### config.mk
export PLATFORM = sky130hd
export DESIGN_NAME = modmul_responder_flat
export DESIGN_NICKNAME = d
export VERILOG_FILES = /design/src/rtl/modmul_responder_if.sv /design/src/rtl/modmul_responder.sv /design/src/flat_wrapper.sv
export SDC_FILE = /design/constraint.sdc
export NUM_CORES = 2
export LEC_CHECK = 0
export BUFFER_PORTS_ARGS = -buffer_cell sky130_fd_sc_hd__buf_2
export CORE_MARGIN = 8
export CORE_UTILIZATION = 30
export CTS_CLUSTER_DIAMETER = 60
export DETAILED_ROUTE_END_ITERATION = 8
export SYNTH_ARGS = -nofsm -noshare
export SYNTH_HDL_FRONTEND = slang
export SYNTH_SLANG_ARGS = --single-unit
export TNS_END_PERCENT = 10
### constraint.sdc
create_clock -name clk -period 8.7 [get_ports clk]
set_input_delay 0.435 -clock clk [delete_from_list [all_inputs] [get_ports clk]]
set_output_delay 0.435 -clock clk [all_outputs]
set_load 0.005 [all_outputs]
### src/rtl/modmul_responder_if.sv
// Multiply-port bundle between the butterfly unit (master) and the modular-multiplier responder (slave).
interface modmul_responder_if #(
    parameter int WIDTH = 23
);
    logic             in_valid;
    logic [WIDTH-1:0] opt1;
    logic [WIDTH-1:0] opt2;
    logic             out_valid;
    logic [WIDTH-1:0] mul_result;

    modport master (output in_valid, opt1, opt2, input out_valid, mul_result);
    modport slave  (input in_valid, opt1, opt2, output out_valid, mul_result);
endinterface

### src/rtl/modmul_responder.sv
// Five-stage pipelined (opt1*opt2) mod Q for Q = 2^23-2^13+1, one pair per cycle.
// Optional MODMUL_STALL_EN adds a ce input that freezes the whole pipeline.
module modmul_responder #(
    parameter int WIDTH = 23,
    parameter int Q     = 8380417
) (
    input  logic              clk,
    input  logic              rst,
`ifdef MODMUL_STALL_EN
    input  logic              ce,
`endif
    modmul_responder_if.slave bus
);

    localparam logic [23:0] Q1 = 24'(Q);
    localparam logic [23:0] Q2 = 24'(2 * Q);

    // The folding arithmetic below only holds for this modulus and width.
    generate
        if (Q != 8380417 || WIDTH != 23) begin : g_bad_cfg
            $error("modmul_responder supports only WIDTH=23, Q=8380417");
        end
    endgenerate

    logic adv;
`ifdef MODMUL_STALL_EN
    assign adv = ce;
`else
    assign adv = 1'b1;
`endif

    logic             v1_q, v1_d, v2_q, v2_d, v3_q, v3_d, v4_q, v4_d, v5_q, v5_d;
    logic [WIDTH-1:0] a1_q, a1_d, b1_q, b1_d;
    logic [45:0]      p2_q, p2_d;
    logic [36:0]      r1_q, r1_d;
    logic [23:0]      r2_q, r2_d;
    logic [WIDTH-1:0] res_q, res_d;

    logic [45:0] prod;
    logic [36:0] fold1;
    logic [27:0] fold2a;
    logic [23:0] fold2b;
    logic [23:0] reduced;

    always_comb begin
        prod = 46'(a1_q) * 46'(b1_q);
        // 2^23 == 2^13-1 (mod Q); R1 < 2^36 + 2^23 fits in 37 bits.
        fold1 = {14'b0, p2_q[22:0]} + {1'b0, p2_q[45:23], 13'b0} - {14'b0, p2_q[45:23]};
        // Two folds bring R1 below 2^23 + 17*(2^13-1), i.e. under 2Q.
        fold2a = {5'b0, r1_q[22:0]} + {1'b0, r1_q[36:23], 13'b0} - {14'b0, r1_q[36:23]};
        fold2b = {1'b0, fold2a[22:0]} + {6'b0, fold2a[27:23], 13'b0} - {19'b0, fold2a[27:23]};
        if (r2_q >= Q2) begin
            reduced = r2_q - Q2;
        end else if (r2_q >= Q1) begin
            reduced = r2_q - Q1;
        end else begin
            reduced = r2_q;
        end

        v1_d  = v1_q;
        a1_d  = a1_q;
        b1_d  = b1_q;
        v2_d  = v2_q;
        p2_d  = p2_q;
        v3_d  = v3_q;
        r1_d  = r1_q;
        v4_d  = v4_q;
        r2_d  = r2_q;
        v5_d  = v5_q;
        res_d = res_q;
        if (adv) begin
            v1_d  = bus.in_valid;
            a1_d  = bus.opt1;
            b1_d  = bus.opt2;
            v2_d  = v1_q;
            p2_d  = prod;
            v3_d  = v2_q;
            r1_d  = fold1;
            v4_d  = v3_q;
            r2_d  = fold2b;
            v5_d  = v4_q;
            res_d = reduced[WIDTH-1:0];
        end
    end

    always_ff @(posedge clk) begin
        if (rst) begin
            v1_q  <= 1'b0;
            a1_q  <= '0;
            b1_q  <= '0;
            v2_q  <= 1'b0;
            p2_q  <= '0;
            v3_q  <= 1'b0;
            r1_q  <= '0;
            v4_q  <= 1'b0;
            r2_q  <= '0;
            v5_q  <= 1'b0;
            res_q <= '0;
        end else begin
            v1_q  <= v1_d;
            a1_q  <= a1_d;
            b1_q  <= b1_d;
            v2_q  <= v2_d;
            p2_q  <= p2_d;
            v3_q  <= v3_d;
            r1_q  <= r1_d;
            v4_q  <= v4_d;
            r2_q  <= r2_d;
            v5_q  <= v5_d;
            res_q <= res_d;
        end
    end

    assign bus.out_valid  = v5_q;
    assign bus.mul_result = res_q;

endmodule

### src/flat_wrapper.sv
// flat-port wrapper written by rule: the top's interface ports become plain ports
module modmul_responder_flat 
#(
    parameter int WIDTH = 23,
    parameter int Q     = 8380417
)
  (clk, rst, bus_in_valid, bus_opt1, bus_opt2, bus_out_valid, bus_mul_result);
  modmul_responder_if #(.WIDTH(WIDTH)) bus_i ();
  input  logic clk;
  input  logic rst;
  input wire logic [$bits(bus_i.in_valid)-1:0] bus_in_valid;
  input wire logic [$bits(bus_i.opt1)-1:0] bus_opt1;
  input wire logic [$bits(bus_i.opt2)-1:0] bus_opt2;
  output wire logic [$bits(bus_i.out_valid)-1:0] bus_out_valid;
  output wire logic [$bits(bus_i.mul_result)-1:0] bus_mul_result;
  assign bus_i.in_valid = bus_in_valid;
  assign bus_i.opt1 = bus_opt1;
  assign bus_i.opt2 = bus_opt2;
  assign bus_out_valid = bus_i.out_valid;
  assign bus_mul_result = bus_i.mul_result;
  modmul_responder #(.WIDTH(WIDTH), .Q(Q)) u_core (.clk(clk), .rst(rst), .bus(bus_i));
endmodule
==> metrics.txt <==
dpl cell area 0.0300 sq mm; Synth async-reset ratio 0%; clk slew on worst S/H paths 0.09 ns; Worst Path Required 9.11 ns; Syn. warnings 0; area of the multi-input gates 0.0218 sq mm; mapped cell area 0.0285 sq mm; buffers and inverters on the worst path 4; Die Width 324 um; clock share of power 6.7%; CP most frequent cell fa_1; Post-route DRC 0; logic gate share of total power 82.4%; xor and xnor area share after synthesis 3.51%; Total GRT Usage 14.2%; fmax 0.127 GHz; vias in the first global route 22161; status completed; number of diodes 0; critical-path cell list and2_1 > fa_1 > fa_1 > inv_1 > fa_1 > inv_1 > fa_1 > inv_1 > fa_1 > inv_1 > fa_1 > fa_1 > ha_1 > nand4_1 > nor4_1 > o21ai_1 > o31ai_2 > a41oi_1 > o41ai_1 > mux2_2; clock skew 0.0273 ns; sequential share of the synthesized area 12.7%; post-layout minimum cycle time 7.88 ns; Detailed Route WL 72.3 mm; via count 21201; drt wl/cell 15.9 um; WS Path Type reg -> reg; measured slew at the worst slew-check pin 1.20 ns; post-CTS sizing 0; Primary FF master, synth dfxtp_1; Adder-Cell Fraction of Synth Area 45.2%; power density over the cells 402 mW/mm^2; # Post-CTS Setup Buffers 0; Final #Nets 4074; DR pass1 iterations 5; share of cells above drive strength 1 5.15%; Die Ht 324 um; GP Congestion 0.881; syn nets 4107; kind of end point of the critical path register; CORE AREA 0.0946 sq mm; TritonCTS buffer count 17; Max-Cap Viols 0; fin area 0.0306 sq mm; Switching Power 6.35 mW; CP arrival 8.28 ns; LEAKAGE 15.0 nW; Max-slew headroom 20.1%; hold buffers post-CTS 0; Cell variety after synth 82; Avg Synthesized Cell Area 8.62 sq um; Root Buffer clkbuf_16; port bufs 72; worst skew pair latency 0.51 ns; largest net degree at the start of global routing 87; filler instances 10000; startpoint types register; delay of the slowest cell on the worst path 1.04 ns; Rows 113; sw frac 51.6%; Fin. Hold Viols 0; crit share post-route 90.6%; Hold WC Path Type in -> reg; Final Setup Violations 0; die area 0.105 sq mm; worst-case clock buffer depth 2; Slew Viols, Final 0; clk sink count 181; post-route antenna net violation count 0; mux cell area share after synthesis 0.466%; CTS tree done; unrepaired setup endpoints after global routing false; initial antenna violation count 1; simple-gate share of the synthesized area 17.6%; Worst Path Max Fanout 23; Post-synth EDFFs 0; initial core utilization 30.1%; Area growth syn-to-layout 7.56%; Setup TNS 0 ns; total gr overflow 0; Post-DP HPWL 58.3 mm; cells after synthesis 3301; I/O Pins 73; CP delay by family, top adder cells; flip-flop and latch area 0.00362 sq mm; largest family of logic cells by synthesized area adder cells; Synth Register Bits 181; CP max stage cell dfxtp_1; vias per inst 4.66; starting DRC count in detailed routing 1461; internal power 5.96 mW; first-pass GRT wire length 119 mm; H-Tree Depth 4; post-synthesis compound-gate area fraction 9.77%; VDD IR max 0.502 mV; Reg power frac 10.9%
-- logic make-up after synthesis --
logic type | Yosys count
xor gates and xnor gates | 114
buffers and inverters | 801
adders and majority gates | 757
DFF | 181
AOI/OAI and AO/OA | 412
muxes | 12
and+or+nand+nor | 1024
-- registers in the layout, summed over array words and instances, names as in the netlist --
name	count
u_core.p2_q	46
u_core.r1_q	37
u_core.r2_q	24
u_core.a1_q	23
u_core.b1_q	23
u_core.bus.mul_result	23
u_core.bus.out_valid	1
u_core.v1_q	1
u_core.v2_q	1
u_core.v3_q	1
u_core.v4_q	1
-- placed cells by master (no fill, tap or decap), types with 66 or more instances in the layout --
cell type	instances
a21o_1	97
a21oi_1	110
o21ai_0	66
ha_1	305
nor2b_1	75
nor2_1	161
fa_1	452
xnor2_1	69
inv_1	649
nand2_1	376
and2_1	231
buf_2	71
dfxtp_1	181
-- worst reg2reg max path, delay by kind of cell (launching register included) --
family	cells	cell delay, ns
compound gates	4	1.34
fa+ha+maj	8	4.00
buf+inv	4	0.24
simple gates	3	0.78
flops	1	1.04
mux	1	0.37
-- Yosys cell counts (4+ instances only) --
| cell | count | share of area [%] |
|---|---|---|
| a41oi_1 | 7 | 0.22 |
| or3_1 | 15 | 0.33 |
| a21oi_1 | 110 | 1.9 |
| nand2b_1 | 10 | 0.22 |
| inv_1 | 649 | 8.6 |
| xor2_1 | 45 | 1.4 |
| nor3_1 | 35 | 0.62 |
| a211oi_1 | 8 | 0.21 |
| o211a_1 | 4 | 0.14 |
| nand4_1 | 38 | 0.84 |
| a21o_1 | 97 | 2.6 |
| mux2_2 | 10 | 0.40 |
| dfxtp_1 | 181 | 13 |
| buf_1 | 4 | 0.053 |
| nor4_1 | 10 | 0.22 |
| and2_1 | 231 | 5.1 |
| o211ai_1 | 9 | 0.24 |
| o21bai_1 | 16 | 0.42 |
| buf_2 | 5 | 0.088 |
| clkbuf_1 | 138 | 1.8 |
| or2_2 | 5 | 0.11 |
| o21ai_0 | 66 | 1.2 |
| or4_1 | 4 | 0.11 |
| a21boi_0 | 4 | 0.11 |
| ha_1 | 305 | 13 |
| o31ai_1 | 6 | 0.16 |
| o21ai_1 | 4 | 0.070 |
| nand3_1 | 31 | 0.55 |
| and3_1 | 20 | 0.44 |
| nor2b_1 | 75 | 1.6 |
| xnor2_1 | 69 | 2.1 |
| o21a_1 | 15 | 0.40 |
| fa_1 | 452 | 32 |
| nand2_1 | 376 | 5.0 |
| nor2_1 | 161 | 2.1 |
| a31oi_1 | 18 | 0.40 |
| o41ai_1 | 4 | 0.12 |
-- power groups by stage --
stage | clock network [mW] | logic [mW] | registers (mW)
after detailed placement | 0 | 10.1 | 1.36
after global routing | 0.890 | 11.6 | 1.37
after global placement | 0 | 10.1 | 1.36
final | 0.824 | 10.2 | 1.34
after CTS | 0.855 | 10.2 | 1.34
after floorplan | 0 | 8.19 | 1.25
-- through the flow --
stage | hold slack [ns] | instances | worst slack, ns | util, % | power (mW)
3_3_place_gp | 0.416 | 4514 | 0.975 | 31.7 | 11.4
5_1_grt | 0.118 | 4546 | 0.425 | 32.4 | 13.9
4_1_cts | 0.0982 | 4546 | 0.777 | 32.4 | 12.4
6_report | 0.132 | 4546 | 0.821 | 32.4 | 12.3
3_5_place_dp | 0.427 | 4514 | 0.855 | 31.7 | 11.5
2_1_floorplan | 0.414 | 3301 | 1.84 | - | 9.44
-- cell type report --
type                    instances  area share [%]
multi-input cells            2319            71.2
flip-flops and latches        181            11.8
inverters                     650            7.97
well taps                    1265            5.17
repair buffers                 99            1.86
clock buffers                  19            1.48
clock inverters                13           0.531
-- per-layer routing --
metal	vias to the layer above	wire, um	GRT usage [%]
met5	-	0	0
met4	0	1160	2.98
met3	83	3630	2.53
met2	539	35200	25.0
met1	10409	32300	18.2
li1	10170	-	-
-- worst paths after layout --
path | startpoint | to | slack [ns] | cells past startpoint
worst max register to register | u_core.a1_q[9]$_SDFF_PP0_ | u_core.p2_q[44]$_SDFF_PP0_ | 0.82 | 20
worst min-delay path | bus_opt1[20] | u_core.a1_q[20]$_SDFF_PP0_ | 0.13 | 2
worst max-delay path | u_core.a1_q[9]$_SDFF_PP0_ | u_core.p2_q[44]$_SDFF_PP0_ | 0.82 | 20
worst min register to register | u_core.v2_q$_SDFF_PP0_ | u_core.v3_q$_SDFF_PP0_ | 0.44 | 1
(Power assumes the default switching activity.)
